===== src/rtl/decode_stage_pkg.sv =====
// +--------------------------------------------------------------------+
// | decode_stage_pkg                                                   |
// | Shared RV32I decode constants, ALU encoding and ID/EX word type.   |
// | Revision: 1.0                                                      |
// +--------------------------------------------------------------------+
`default_nettype none

package decode_stage_pkg;

  localparam int XLEN = 32;
  localparam logic [31:0] NOP_INST = 32'h00000013;

  localparam logic [6:0] OPC_LUI    = 7'b0110111;
  localparam logic [6:0] OPC_AUIPC  = 7'b0010111;
  localparam logic [6:0] OPC_JAL    = 7'b1101111;
  localparam logic [6:0] OPC_JALR   = 7'b1100111;
  localparam logic [6:0] OPC_BRANCH = 7'b1100011;
  localparam logic [6:0] OPC_LOAD   = 7'b0000011;
  localparam logic [6:0] OPC_STORE  = 7'b0100011;
  localparam logic [6:0] OPC_OP_IMM = 7'b0010011;
  localparam logic [6:0] OPC_OP     = 7'b0110011;

  localparam logic [3:0] ALU_ADD   = 4'd0;
  localparam logic [3:0] ALU_SUB   = 4'd1;
  localparam logic [3:0] ALU_SLL   = 4'd2;
  localparam logic [3:0] ALU_SLT   = 4'd3;
  localparam logic [3:0] ALU_SLTU  = 4'd4;
  localparam logic [3:0] ALU_XOR   = 4'd5;
  localparam logic [3:0] ALU_SRL   = 4'd6;
  localparam logic [3:0] ALU_SRA   = 4'd7;
  localparam logic [3:0] ALU_OR    = 4'd8;
  localparam logic [3:0] ALU_AND   = 4'd9;
  localparam logic [3:0] ALU_PASSB = 4'd10;

  typedef enum logic [2:0] {
    IMM_NONE, IMM_I, IMM_S, IMM_B, IMM_U, IMM_J
  } imm_type_e;

  typedef struct packed {
    logic            valid;
    logic [XLEN-1:0] pc;
    logic [XLEN-1:0] rs1_data;
    logic [XLEN-1:0] rs2_data;
    logic [XLEN-1:0] imm;
    logic [4:0]      rd;
    logic [3:0]      alu_op;
    logic            alu_src;
    logic            reg_write;
    logic            mem_read;
    logic            mem_write;
    logic            branch;
    logic            jump;
    logic [2:0]      funct3;
    logic            illegal;
  } id_ex_t;

  function automatic imm_type_e imm_type_of(input logic [6:0] opc);
    case (opc)
      OPC_JALR, OPC_LOAD, OPC_OP_IMM: imm_type_of = IMM_I;
      OPC_STORE:                      imm_type_of = IMM_S;
      OPC_BRANCH:                     imm_type_of = IMM_B;
      OPC_LUI, OPC_AUIPC:             imm_type_of = IMM_U;
      OPC_JAL:                        imm_type_of = IMM_J;
      default:                        imm_type_of = IMM_NONE;
    endcase
  endfunction

  // Immediate forms never use SUB; only register-register bit 30 selects it.
  function automatic logic [3:0] alu_op_of(input logic [2:0] f3, input logic bit30,
                                           input logic is_imm);
    case (f3)
      3'b000:  alu_op_of = (bit30 && !is_imm) ? ALU_SUB : ALU_ADD;
      3'b001:  alu_op_of = ALU_SLL;
      3'b010:  alu_op_of = ALU_SLT;
      3'b011:  alu_op_of = ALU_SLTU;
      3'b100:  alu_op_of = ALU_XOR;
      3'b101:  alu_op_of = bit30 ? ALU_SRA : ALU_SRL;
      3'b110:  alu_op_of = ALU_OR;
      default: alu_op_of = ALU_AND;
    endcase
  endfunction

endpackage

`default_nettype wire


===== src/rtl/decode_stage_imm_gen.sv =====
// +--------------------------------------------------------------------+
// | decode_stage_imm_gen                                               |
// | Combinational RV32I immediate extractor, sign-extended from bit 31.|
// | Revision: 1.0                                                      |
// +--------------------------------------------------------------------+
`default_nettype none

module decode_stage_imm_gen
  import decode_stage_pkg::*;
(
  input  logic [31:0]     inst,
  output logic [XLEN-1:0] imm
);

  always_comb begin
    case (imm_type_of(inst[6:0]))
      IMM_I:   imm = {{20{inst[31]}}, inst[31:20]};
      IMM_S:   imm = {{20{inst[31]}}, inst[31:25], inst[11:7]};
      IMM_B:   imm = {{19{inst[31]}}, inst[31], inst[7], inst[30:25], inst[11:8], 1'b0};
      IMM_U:   imm = {inst[31:12], 12'b0};
      IMM_J:   imm = {{11{inst[31]}}, inst[31], inst[19:12], inst[20], inst[30:21], 1'b0};
      default: imm = '0;
    endcase
  end

endmodule

`default_nettype wire


===== src/rtl/decode_stage.sv =====
// +--------------------------------------------------------------------+
// | decode_stage                                                       |
// | RV32I decode: control, operands with WB bypass, load-use stall.    |
// | Revision: 1.0                                                      |
// +--------------------------------------------------------------------+
`default_nettype none

module decode_stage
  import decode_stage_pkg::*;
(
  input  logic        Clk_In,
  input  logic        Rst_n_In,
  input  logic [31:0] Inst_In,
  input  logic        Inst_Valid_In,
  input  logic [31:0] PC_In,
  input  logic        Flush_In,
  output logic [4:0]  RS1_Addr_Out,
  output logic [4:0]  RS2_Addr_Out,
  input  logic [31:0] RS1_Data_In,
  input  logic [31:0] RS2_Data_In,
  input  logic        WB_Reg_Write_In,
  input  logic [4:0]  WB_RD_Addr_In,
  input  logic [31:0] WB_RD_Data_In,
  output logic        Stall_Out,
  output logic        Ex_Valid_Out,
  output logic [31:0] Ex_PC_Out,
  output logic [31:0] Ex_RS1_Data_Out,
  output logic [31:0] Ex_RS2_Data_Out,
  output logic [31:0] Ex_Imm_Out,
  output logic [4:0]  Ex_RD_Addr_Out,
  output logic [3:0]  Ex_ALU_Op_Out,
  output logic        Ex_ALU_Src_Out,
  output logic        Ex_Reg_Write_Out,
  output logic        Ex_Mem_Read_Out,
  output logic        Ex_Mem_Write_Out,
  output logic        Ex_Branch_Out,
  output logic        Ex_Jump_Out,
  output logic [2:0]  Ex_Funct3_Out,
  output logic        Ex_Illegal_Out
);

  logic [31:0]     dec_inst;
  logic [XLEN-1:0] imm;
  logic [4:0]      rs1, rs2, rd;
  logic            use_rs1, use_rs2, writes_rd, hazard;
  logic [3:0]      alu_op;
  logic            alu_src, mem_read, mem_write, branch, jump, illegal;
  id_ex_t          ex_d, ex_q;

  // Idle slots decode as a NOP so the decoder and hazard logic stay quiet.
  assign dec_inst = Inst_Valid_In ? Inst_In : NOP_INST;
  assign rs1      = dec_inst[19:15];
  assign rs2      = dec_inst[24:20];
  assign rd       = dec_inst[11:7];

  assign RS1_Addr_Out = Inst_In[19:15];
  assign RS2_Addr_Out = Inst_In[24:20];

  decode_stage_imm_gen u_imm_gen (
    .inst (dec_inst),
    .imm  (imm)
  );

  always_comb begin
    alu_op    = ALU_ADD;
    alu_src   = 1'b0;
    writes_rd = 1'b0;
    mem_read  = 1'b0;
    mem_write = 1'b0;
    branch    = 1'b0;
    jump      = 1'b0;
    illegal   = 1'b0;
    use_rs1   = 1'b0;
    use_rs2   = 1'b0;
    case (dec_inst[6:0])
      OPC_LUI:    begin alu_op = ALU_PASSB; alu_src = 1'b1; writes_rd = 1'b1; end
      OPC_AUIPC:  begin alu_src = 1'b1; writes_rd = 1'b1; end
      OPC_JAL:    begin alu_src = 1'b1; writes_rd = 1'b1; jump = 1'b1; end
      OPC_JALR:   begin alu_src = 1'b1; writes_rd = 1'b1; jump = 1'b1; use_rs1 = 1'b1; end
      OPC_BRANCH: begin alu_op = ALU_SUB; branch = 1'b1; use_rs1 = 1'b1; use_rs2 = 1'b1; end
      OPC_LOAD:   begin alu_src = 1'b1; writes_rd = 1'b1; mem_read = 1'b1; use_rs1 = 1'b1; end
      OPC_STORE:  begin alu_src = 1'b1; mem_write = 1'b1; use_rs1 = 1'b1; use_rs2 = 1'b1; end
      OPC_OP_IMM: begin
        alu_op    = alu_op_of(dec_inst[14:12], dec_inst[30], 1'b1);
        alu_src   = 1'b1;
        writes_rd = 1'b1;
        use_rs1   = 1'b1;
      end
      OPC_OP: begin
        alu_op    = alu_op_of(dec_inst[14:12], dec_inst[30], 1'b0);
        writes_rd = 1'b1;
        use_rs1   = 1'b1;
        use_rs2   = 1'b1;
      end
      default:    illegal = 1'b1;
    endcase
  end

  function automatic logic [XLEN-1:0] operand(input logic used, input logic [4:0] addr,
                                              input logic [XLEN-1:0] rf_data);
    if (!used || addr == 5'd0)
      operand = '0;
    else if (WB_Reg_Write_In && WB_RD_Addr_In == addr)
      operand = WB_RD_Data_In;
    else
      operand = rf_data;
  endfunction

  always_comb begin
    ex_d           = '0;
    ex_d.valid     = 1'b1;
    ex_d.pc        = PC_In;
    ex_d.rs1_data  = operand(use_rs1, rs1, RS1_Data_In);
    ex_d.rs2_data  = operand(use_rs2, rs2, RS2_Data_In);
    ex_d.imm       = imm;
    ex_d.rd        = writes_rd ? rd : 5'd0;
    ex_d.alu_op    = alu_op;
    ex_d.alu_src   = alu_src;
    ex_d.reg_write = writes_rd && (rd != 5'd0);
    ex_d.mem_read  = mem_read;
    ex_d.mem_write = mem_write;
    ex_d.branch    = branch;
    ex_d.jump      = jump;
    ex_d.funct3    = dec_inst[14:12];
    ex_d.illegal   = illegal;
  end

  assign hazard = ex_q.valid && ex_q.mem_read && (ex_q.rd != 5'd0) &&
                  ((use_rs1 && rs1 == ex_q.rd) || (use_rs2 && rs2 == ex_q.rd));
  assign Stall_Out = hazard && Inst_Valid_In && !Flush_In;

  always_ff @(posedge Clk_In or negedge Rst_n_In) begin
    if (!Rst_n_In)
      ex_q <= '0;
    else if (Flush_In || Stall_Out || !Inst_Valid_In)
      ex_q <= '0;
    else
      ex_q <= ex_d;
  end

  assign Ex_Valid_Out     = ex_q.valid;
  assign Ex_PC_Out        = ex_q.pc;
  assign Ex_RS1_Data_Out  = ex_q.rs1_data;
  assign Ex_RS2_Data_Out  = ex_q.rs2_data;
  assign Ex_Imm_Out       = ex_q.imm;
  assign Ex_RD_Addr_Out   = ex_q.rd;
  assign Ex_ALU_Op_Out    = ex_q.alu_op;
  assign Ex_ALU_Src_Out   = ex_q.alu_src;
  assign Ex_Reg_Write_Out = ex_q.reg_write;
  assign Ex_Mem_Read_Out  = ex_q.mem_read;
  assign Ex_Mem_Write_Out = ex_q.mem_write;
  assign Ex_Branch_Out    = ex_q.branch;
  assign Ex_Jump_Out      = ex_q.jump;
  assign Ex_Funct3_Out    = ex_q.funct3;
  assign Ex_Illegal_Out   = ex_q.illegal;

endmodule

`default_nettype wire


===== config.mk =====
export PLATFORM = sky130hd
export DESIGN_NAME = decode_stage
export DESIGN_NICKNAME = d
export VERILOG_FILES = /design/src/rtl/decode_stage_pkg.sv /design/src/rtl/decode_stage_imm_gen.sv /design/src/rtl/decode_stage.sv
export SDC_FILE = /design/constraint.sdc
export NUM_CORES = 1
export LEC_CHECK = 0
export CORE_ASPECT_RATIO = 0.9
export CORE_UTILIZATION = 45
export DETAILED_ROUTE_END_ITERATION = 10
export HOLD_SLACK_MARGIN = 0.08
export PLACE_DENSITY = 0.84
export SLEW_MARGIN = 20
export SYNTH_ARGS = -nofsm -noshare
export SYNTH_HDL_FRONTEND = slang
export SYNTH_HIERARCHICAL = 1
export SYNTH_SLANG_ARGS = --single-unit

===== constraint.sdc =====
create_clock -name Clk_In -period 5.5 [get_ports Clk_In]
set_clock_uncertainty 0.15 [all_clocks]
set_input_delay 1.375 -clock Clk_In [delete_from_list [all_inputs] [get_ports Clk_In]]
set_output_delay 1.375 -clock Clk_In [all_outputs]
set_load 0.01 [all_outputs]

==> results of run 1 <==
==> worst paths after layout <==
path                            slack [ns]  cells past startpoint              start                end
max in group asynchronous             3.39                      2           Rst_n_In      Ex_Imm_Out[7]
worst min register to register        0.95                      4  Ex_RD_Addr_Out[4]  Ex_RD_Addr_Out[0]
worst max register to register        2.91                      5  Ex_RD_Addr_Out[2]      Ex_PC_Out[28]
worst max-delay path                  0.30                      7         Inst_In[2]          Stall_Out
worst min-delay path                  0.87                      1           Rst_n_In       Ex_PC_Out[5]
min in group Clk_In                   0.95                      4  Ex_RD_Addr_Out[4]  Ex_RD_Addr_Out[0]
==> sequential cells by signal (all words and copies together), names as in the netlist <==
signal and count:
Ex_ALU_Op_Out 4, Ex_Illegal_Out 1, Ex_RS2_Data_Out 32, Ex_RD_Addr_Out 5, Ex_Branch_Out 1, Ex_Funct3_Out 3
Ex_Jump_Out 1, Ex_Reg_Write_Out 1, Ex_PC_Out 32, Ex_RS1_Data_Out 32, Ex_ALU_Src_Out 1, Ex_Mem_Read_Out 1
Ex_Imm_Out 32, Ex_Mem_Write_Out 1, Ex_Valid_Out 1
==> power groups by stage <==
stage               sequential [mW]  combinational, mW  clock [mW]
floorplan                      1.15              0.122           0
global placement               1.14              0.363           0
detailed placement             1.14              0.368           0
CTS                            1.12              0.370        1.14
global route                   1.12              0.398        1.19
finish                         1.12              0.371        1.12
==> through the flow <==
step	hold slack (ns)	power (mW)	std cells	setup slack [ns]	cell area, um2
after CTS	0.878	2.63	1147	0.304	10800
final	0.873	2.61	1148	0.300	10800
after detailed placement	0.932	1.51	1115	0.312	10200
after floorplan	0.771	1.27	637	1.38	6880
after global routing	0.923	2.70	1148	0.145	10800
after global placement	0.907	1.50	1115	0.369	10200
==> critical path, delay by kind of cell <==
kind / cells / cell delay, ns
AO/OA/AOI/OAI: 1 / 0.16
AND/OR/NAND/NOR: 4 / 1.08
buffers and inverters: 2 / 1.04
==> area by class of cell <==
type | instances | area (um2)
inverters | 9 | 33.8
flip-flops and latches | 148 | 3700
well taps | 198 | 248
repair buffers | 339 | 3370
clock inverters | 12 | 118
multi-input cells | 421 | 2840
clock buffers | 20 | 457
fillers | 1089 | 4040
diodes | 1 | 2.50
==> metal layers <==
metal | vias up | share of wire (%) | track usage, %
li1 | 2869 | - | -
met1 | 2948 | 40 | 36.4
met2 | 262 | 49 | 48.8
met3 | 45 | 7.4 | 9.37
met4 | 0 | 3.3 | 13.1
met5 | - | 0 | 0
==> cell usage in the layout, fill, tap and decap left out, drive strengths merged, types with 13 or more instances in the layout <==
| cell | netlist | final |
|---|---|---|
| and3 | 75 | 75 |
| buf | 31 | 13 |
| nand2 | 23 | 23 |
| nor3 | 79 | 79 |
| a21o | 19 | 19 |
| clkbuf | 28 | 20 |
| nor2 | 19 | 19 |
| inv | 9 | 14 |
| and2 | 33 | 33 |
| a21oi | 15 | 15 |
| mux2i | 64 | 64 |
| dfrtp | 148 | 148 |
| clkdlybuf4s50 | 0 | 326 |
==> logic make-up after synthesis <==
logic type / after synthesis / synth area share, %
buf+inv: 68 / 5.29
simple gates: 274 / 22.7
flops: 148 / 53.8
compound gates: 71 / 7.31
xor+xnor: 11 / 1.40
mux: 65 / 9.47
==> results by stage, run 1 <==
Outcome:
- The flow ran to the end, and the final reports show no timing, DRC or antenna violations.

Setup path:
- The worst endpoint required time is 3.97 ns.
- The worst path arrival time is 3.68 ns.
- The slowest library cell on the worst path is clkdlybuf4s50_1.
- The most repeated library cell on the critical path is clkdlybuf4s50_1.
- The setup path with the least slack is of type in -> out.
- The critical path goes through clkdlybuf4s50_1, and4bb_2, and3_1, nand3_1, nor2_1, o21ba_2, clkdlybuf4s50_1.
- The worst setup path is captured at an output port.
- Along the worst path, the maximum fanout reaches 7.
- The launching element type of the critical path is an input port.
- The delay of the slowest critical-path stage is 0.53 ns.

Floorplan:
- The initial core utilization is 46.4%.
- The overall die area is 0.0158 mm2.
- The die is 119 um tall.
- 329 I/O pins were placed.
- The placement row count is 42.
- The floorplan step set the die width to 132 um.
- The placeable core area is 0.0148 mm2.

Pwr:
- In this run the power spent charging and discharging nets is 643 uW.
- The switching share of power is 24.6%.
- The power per cell area is 242 mW/mm2.
- For this design the static power due to leakage is 5.33 nW.
- The internal power contribution is 1.97 mW.
- The clock group share of total power is 43.0%.
- Across the VDD grid, the largest voltage drop is 0.195 mV.
- Registers are responsible for 42.8% of the overall power.
- Per report_power, the combinational group accounts for 14.2% of the total.

Finish:
- At the end of the flow the core is filled with cells to 72.7%.
- The share of final-layout standard cells stronger than drive strength 1 is 6.22%.
- The area growth from synthesis to layout is 56.6%.
- The net count of the finished layout is 1106.

Route:
- The post-route antenna net violation count is 0.
- The post-route DRC violation count is 0.
- After detailed routing, the average wire length per cell comes to 20.2 um.
- The total number of vias is 6124.
- After detailed routing, the total wire length is 23.2 mm.
- For this run, the detailed router's first-pass iteration total came to 5.
- The ratio of routed vias to standard cells is 5.33.
- After the first detailed-routing iteration, the DRC count stood at 416.

Synth:
- The fraction of synthesized cell area taken by the top area cell type is 53.8%.
- The most common flop cell mapped by yosys is dfrtp_1.
- In the post-synthesis netlist, the cell with the most instances is dfrtp_1.
- The synthesized netlist contains 57 unique library cells.
- After synthesis the cells add up to 0.00688 mm2.
- After synthesis, the most frequently instantiated cells are 148 x dfrtp_1, 79 x nor3_1, 75 x and3_1, 64 x mux2i_1, 32 x and2_1.
- The synthesis-stage register bit count is 148.
- Ranked by total cell area, the synthesized netlist is headed by dfrtp_1 54%, mux2i_1 9.3%, and3_1 6.8%.
- The cell count after synthesis is 637.
- The synthesized area per cell is 10.8 um2.
- The cell type contributing the most total cell area after synthesis is dfrtp_1.
- The sequential-to-total area share from yosys stat is 53.8%.
- The number of nets handed over by synthesis was 807.
- Of all flip-flops after synthesis, the portion carrying an async set or reset was 100%.
- The Yosys step of the flow raised 6 warnings.
- The number of enable-type register cells in the synthesized netlist is 0.

Timing:
- Setup repair after global routing left no endpoint under its margin.
- The count of final hold-check violations came to 0.
- The headroom to the max-slew limit is 34.6%.
- The post-route setup TNS is 0 ns.
- Static timing analysis puts the maximum clock frequency at 192 MHz.
- At the pin with the least slew margin, the transition time is 0.981 ns.
- The number of max-slew violations in the final report is 0.
- Subtracting the final worst setup slack from the clock period gives 5.20 ns.
- Of the available clock period, the critical path in the final layout requires 94.5%.
- Setup violations remaining at the end of the flow were counted as 0.

Global route:
- The first global-routing pass estimated 35.0 mm of wire.
- The number of global-route vias before repair is 5998.
- Across every metal layer, demand over resource in global routing totals 29.9%.
- For this run the aggregate overflow at the end of global routing stands at 0.
- The maximum number of pins on one net before global-route repair is 92.
- The initial antenna violation count is 1.

Placed design:
- The weighted congestion reported at the end of routability-driven placement is 0.917.
- Detailed placement finished with a half-perimeter wire length of 17.1 mm.
- The count of port buffers added during placement is 328.

CTS:
- The post-CTS setup buffer count is 0.
- The number of sinks driven by the clock tree is 148.
- The number of gates resized after CTS is 0.
- TritonCTS built the clock tree.
- The number of buffers inserted for hold repair after clock tree synthesis is 0.
- The number of buffers created by CTS is 17.
- The later-pin clock latency in the skew report is 0.42 ns.
- The number of buffers between clock root and the deepest sink is 2.
- The clock-pin transition on the worst setup and hold timing paths is 0.06 ns.
- The clock tree synthesis step divided the H-tree into 4 levels.
- The tree is rooted in a clkbuf_16.

Flow run:
- The max-capacitance violation count is 0.

Min path:
- The min-delay analysis places its worst path in the category in -> async.
No activity file was read; power rests on OpenSTA's default activity.
==> run 2: changes to the inputs <==
- CORE_MARGIN: default -> 8
- CORE_UTILIZATION: 45 -> 40
- PLACE_DENSITY: 0.84 -> 0.75
- SYNTH_HIERARCHICAL: 1 -> default
==> run 2 against run 1 <==
Compared with the run above: utilization decreased by 9.3 points; sequential share of layout area decreased by 1.4 points; global-route usage decreased by 4.9 points; cell area increased by 4.4%; combinational power increased by 8.4%; clock power about the same; flip-flop and latch count unchanged; critical endpoint unchanged.
==> results by stage, run 2 <==
Setup path:
- The cell family contributing the most delay on the critical path is buffers and inverters (was simple AND/OR/NAND/NOR gates).
- The critical path endpoint category is an output port (unchanged).
- The count of buffering cells on the critical path with inverters included is 3 (was 2).
- The critical path start-end classification is in -> out (unchanged).
- The worst path arrival time is 3.77 ns (was 3.68 ns).
- The slowest library cell on the worst path is clkdlybuf4s50_1 (unchanged).
- The biggest fanout along the worst timing path is 16 (was 7).
- The worst endpoint required time came to 3.97 ns (about the same).
- The most repeated library cell on the critical path is clkdlybuf4s50_1 (unchanged).
- The delay of the slowest critical-path stage is 0.85 ns (was 0.53 ns).
- The launching element type of the critical path was an input port (unchanged).
- The timing startpoint of the critical path was Inst_Valid_In (was Inst_In[2]).
- Critical path, cell by cell: clkdlybuf4s50_1, nand3_1, a211oi_2, o2111ai_2, inv_1, o21a_1, clkdlybuf4s50_1 (was clkdlybuf4s50_1, and4bb_2, and3_1, nand3_1, nor2_1, o21ba_2, clkdlybuf4s50_1).
- The startpoint of the worst-slack reg-to-reg timing path is Ex_RD_Addr_Out[2] (unchanged).

Timing:
- The headroom to the max-slew limit is 25.1% (was 34.6%).
- The number of max-slew violations in the final report was 0 (unchanged).
- The maximum clock frequency was 189 MHz (was 192 MHz).
- The final-report setup violation count was 0 (unchanged).
- The worst-case hold slack was 0.843 ns (was 0.873 ns).
- The post-route fraction of the period consumed by the critical path is 96.2% (was 94.5%).
- Unrepaired setup endpoints after global routing: false (unchanged).
- The post-route minimum period came to 5.29 ns (was 5.20 ns).
- The post-route setup TNS came to 0 ns (unchanged).
- The actual transition at the worst max-transition pin was 1.12 ns (was 0.981 ns).
- The count of final hold-check violations was 0 (unchanged).

CTS:
- The buffer type at the clock tree root was clkbuf_16 (unchanged).
- The number of buffers inserted for hold repair after clock tree synthesis is 0 (unchanged).
- The clock-pin transition on the worst setup and hold timing paths is 0.07 ns (was 0.06 ns).
- The post-CTS setup buffer count is 0 (unchanged).
- The number of gates resized after CTS is 0 (unchanged).
- The maximum level of the CTS H-tree is 4 (unchanged).
- The number of sinks driven by the clock tree is 148 (unchanged).
- The later-pin clock latency in the skew report came to 0.42 ns (about the same).
- The CTS tree was yes (unchanged).
- The number of buffers between clock root and the deepest sink is 2 (unchanged).
- The number of buffers created by CTS is 17 (unchanged).

Synth:
- The leading cell type by number of instances after synthesis is dfrtp_1 (unchanged).
- The number of unique standard cell types used by synthesis was 70 (was 57).
- The fraction of synthesized cell area taken by the top area cell type came to 50.9% (was 53.8%).
- The fraction of registers with async set or reset after synthesis came to 100% (unchanged).
- The count of yosys warnings during synthesis is 0 (was 6).
- The cell count after synthesis was 699 (was 637).
- The sequential-to-total area share from yosys stat was 50.9% (was 53.8%).
- Biggest area contributors in the synthesized netlist: dfrtp_1 51%, a211oi_1 5.5%, nor3b_1 3.6% (was dfrtp_1 54%, mux2i_1 9.3%, and3_1 6.8%).
- The synthesized netlist net count is 869 (was 807).
- The synthesis-stage register bit count is 148 (unchanged).
- The synthesized area per cell came to 10.4 um2 (was 10.8 um2).
- The number of enable-type register cells in the synthesized netlist is 0 (unchanged).
- The cell type contributing the most total cell area after synthesis is dfrtp_1 (unchanged).
- The combined area of all synthesized cells was 0.00728 mm2 (was 0.00688 mm2).
- The most common flop cell mapped by yosys is dfrtp_1 (unchanged).
- Top cells by count, synth: 148 x dfrtp_1, 53 x a211oi_1, 46 x nor3_1, 40 x nand3_1, 39 x o21ai_0 (was 148 x dfrtp_1, 79 x nor3_1, 75 x and3_1, 64 x mux2i_1, 32 x and2_1).

Floorplan:
- The placement row count came to 46 (was 42).
- The vertical die dimension is 144 um (was 119 um).
- The placeable core area is 0.0177 mm2 (was 0.0148 mm2).
- The horizontal die dimension is 158 um (was 132 um).
- The initial core utilization is 41.1% (was 46.4%).
- The overall die area is 0.0228 mm2 (was 0.0158 mm2).
- The number of ports placed on the die boundary is 329 (unchanged).

Route:
- The wire length on met2 is 14.3 mm (was 11.4 mm).
- The post-detailed-routing wire length is 29.1 mm (was 23.2 mm).
- The first-iteration detailed-routing DRC count is 547 (was 416).
- The post-route DRC violation count is 0 (unchanged).
- The uppermost layer routed is met4 (unchanged).
- The post-route antenna net violation count is 0 (unchanged).
- The count of TritonRoute iterations in the first routing pass is 5 (unchanged).
- The total number of vias is 7164 (was 6124).
- The routed length per instance is 23.2 um (was 20.2 um).
- The met3 wire length is 2.96 mm (was 1.71 mm).
- The ratio of routed vias to standard cells is 5.72 (was 5.33).
- The total routed wire length on the met1 layer was 11.2 mm (was 9.30 mm).

Finish:
- The net total in the final layout is 1168 (was 1106).
- Commonest cells after routing, fill and taps aside: 327 x clkdlybuf4s50_1, 148 x dfrtp_1, 53 x a211oi_1 (was 326 x clkdlybuf4s50_1, 148 x dfrtp_1, 79 x nor3_1).
- The synthesis-to-layout area growth is 54.6% (was 56.6%).
- The final cell count without fillers came to 1252 (was 1148).
- The most common cell after layout, fill and taps aside is clkdlybuf4s50_1 (unchanged).
- The share of final-layout standard cells stronger than drive strength 1 came to 10.4% (was 6.22%).

Flow run:
- The max-capacitance violation count came to 0 (unchanged).

Global route:
- The number of global-route vias before repair is 7246 (was 5998).
- The initial antenna violation count is 1 (unchanged).
- The overflow left after global routing was 0 (unchanged).
- The global router's overall resource usage is 25.0% (was 29.9%).
- The maximum number of pins on one net before global-route repair is 85 (was 92).
- The global-route wire length before repair was 43.5 mm (was 35.0 mm).

Placed design:
- The placed wire-length estimate after detailed placement is 20.9 mm (was 17.1 mm).
- The weighted congestion reported at the end of routability-driven placement is 0.870 (was 0.917).
- The cell count after placement came to 1219 (was 1115).
- The count of port buffers added during placement is 328 (unchanged).

Pwr:
- The power per cell area is 233 mW/mm2 (was 242 mW/mm2).
- The largest vdd supply drop is 0.219 mV (was 0.195 mV).
- The cell leakage power is 4.32 nW (was 5.33 nW).

Min path:
- The class of the worst hold path is in -> async (unchanged).

Outcome:
- Outcome: finished, final reports clean (unchanged).
## run 2: cell families (layout without fill, tap and decap cells)
| kind of cell | after synthesis | in the layout | synth area share [%] |
|---|---|---|---|
| multiplexers | 2 | 2 | 0.275 |
| other | 0 | 1 | 0 |
| AO/OA/AOI/OAI | 211 | 211 | 21.6 |
| AND/OR/NAND/NOR | 240 | 240 | 19.3 |
| XOR/XNOR | 9 | 9 | 1.08 |
| flip-flops | 148 | 148 | 50.9 |
| buffers and inverters | 89 | 401 | 6.84 |
## run 2: area by class of cell
type	count	area (um2)
clock inverters	13	115
clock buffers	19	443
diodes	1	2.50
well taps	240	300
inverters	7	26.3
flip-flops and latches	148	3700
repair buffers	362	3550
fillers	1498	6480
multi-input cells	462	3100
## run 2: worst paths after layout
check	end	slack (ns)	cells after the start
max in group asynchronous	Ex_Funct3_Out[0]	3.28	2
setup reg to reg	Ex_Imm_Out[11]	2.94	6
hold reg to reg	Ex_Imm_Out[28]	1.14	5
setup / recovery	Stall_Out	0.21	7
hold / removal	Ex_RS2_Data_Out[2]	0.84	1
min in group Clk_In	Ex_Imm_Out[28]	1.14	5
## run 2: worst reg2reg max path: cells and delay by family (launching register included)
family	cells	cell delay (ns)
AOI/OAI and AO/OA	2	0.59
buffers and inverters	1	0.34
DFF	1	0.52
and+or+nand+nor	3	0.82
## run 2: per-stage QoR
step                area, um2  setup slack (ns)  util (%)  total power, mW
finish                  11200             0.206      63.4             2.62
global route            11200             0.166      63.4             2.71
CTS                     11200             0.254      63.4             2.64
detailed placement      10700             0.267      60.3             1.53
global placement        10700             0.282      60.3             1.52
floorplan                7280              1.19         -             1.28
## run 2: power by group
part / internal [mW] / switching (mW) / leakage, nW
registers: 1.10 / 0.00600 / 2.05
logic: 0.193 / 0.209 / 2.00
clock network: 0.608 / 0.508 / 0.276
total: 1.90 / 0.723 / 4.32
## run 2: metal layers
layer / vias up / global-route usage [%]
li1: 3245 / -
met1: 3463 / 30.1
met2: 417 / 41.9
met3: 39 / 7.54
met4: 0 / 8.58
met5: - / 0
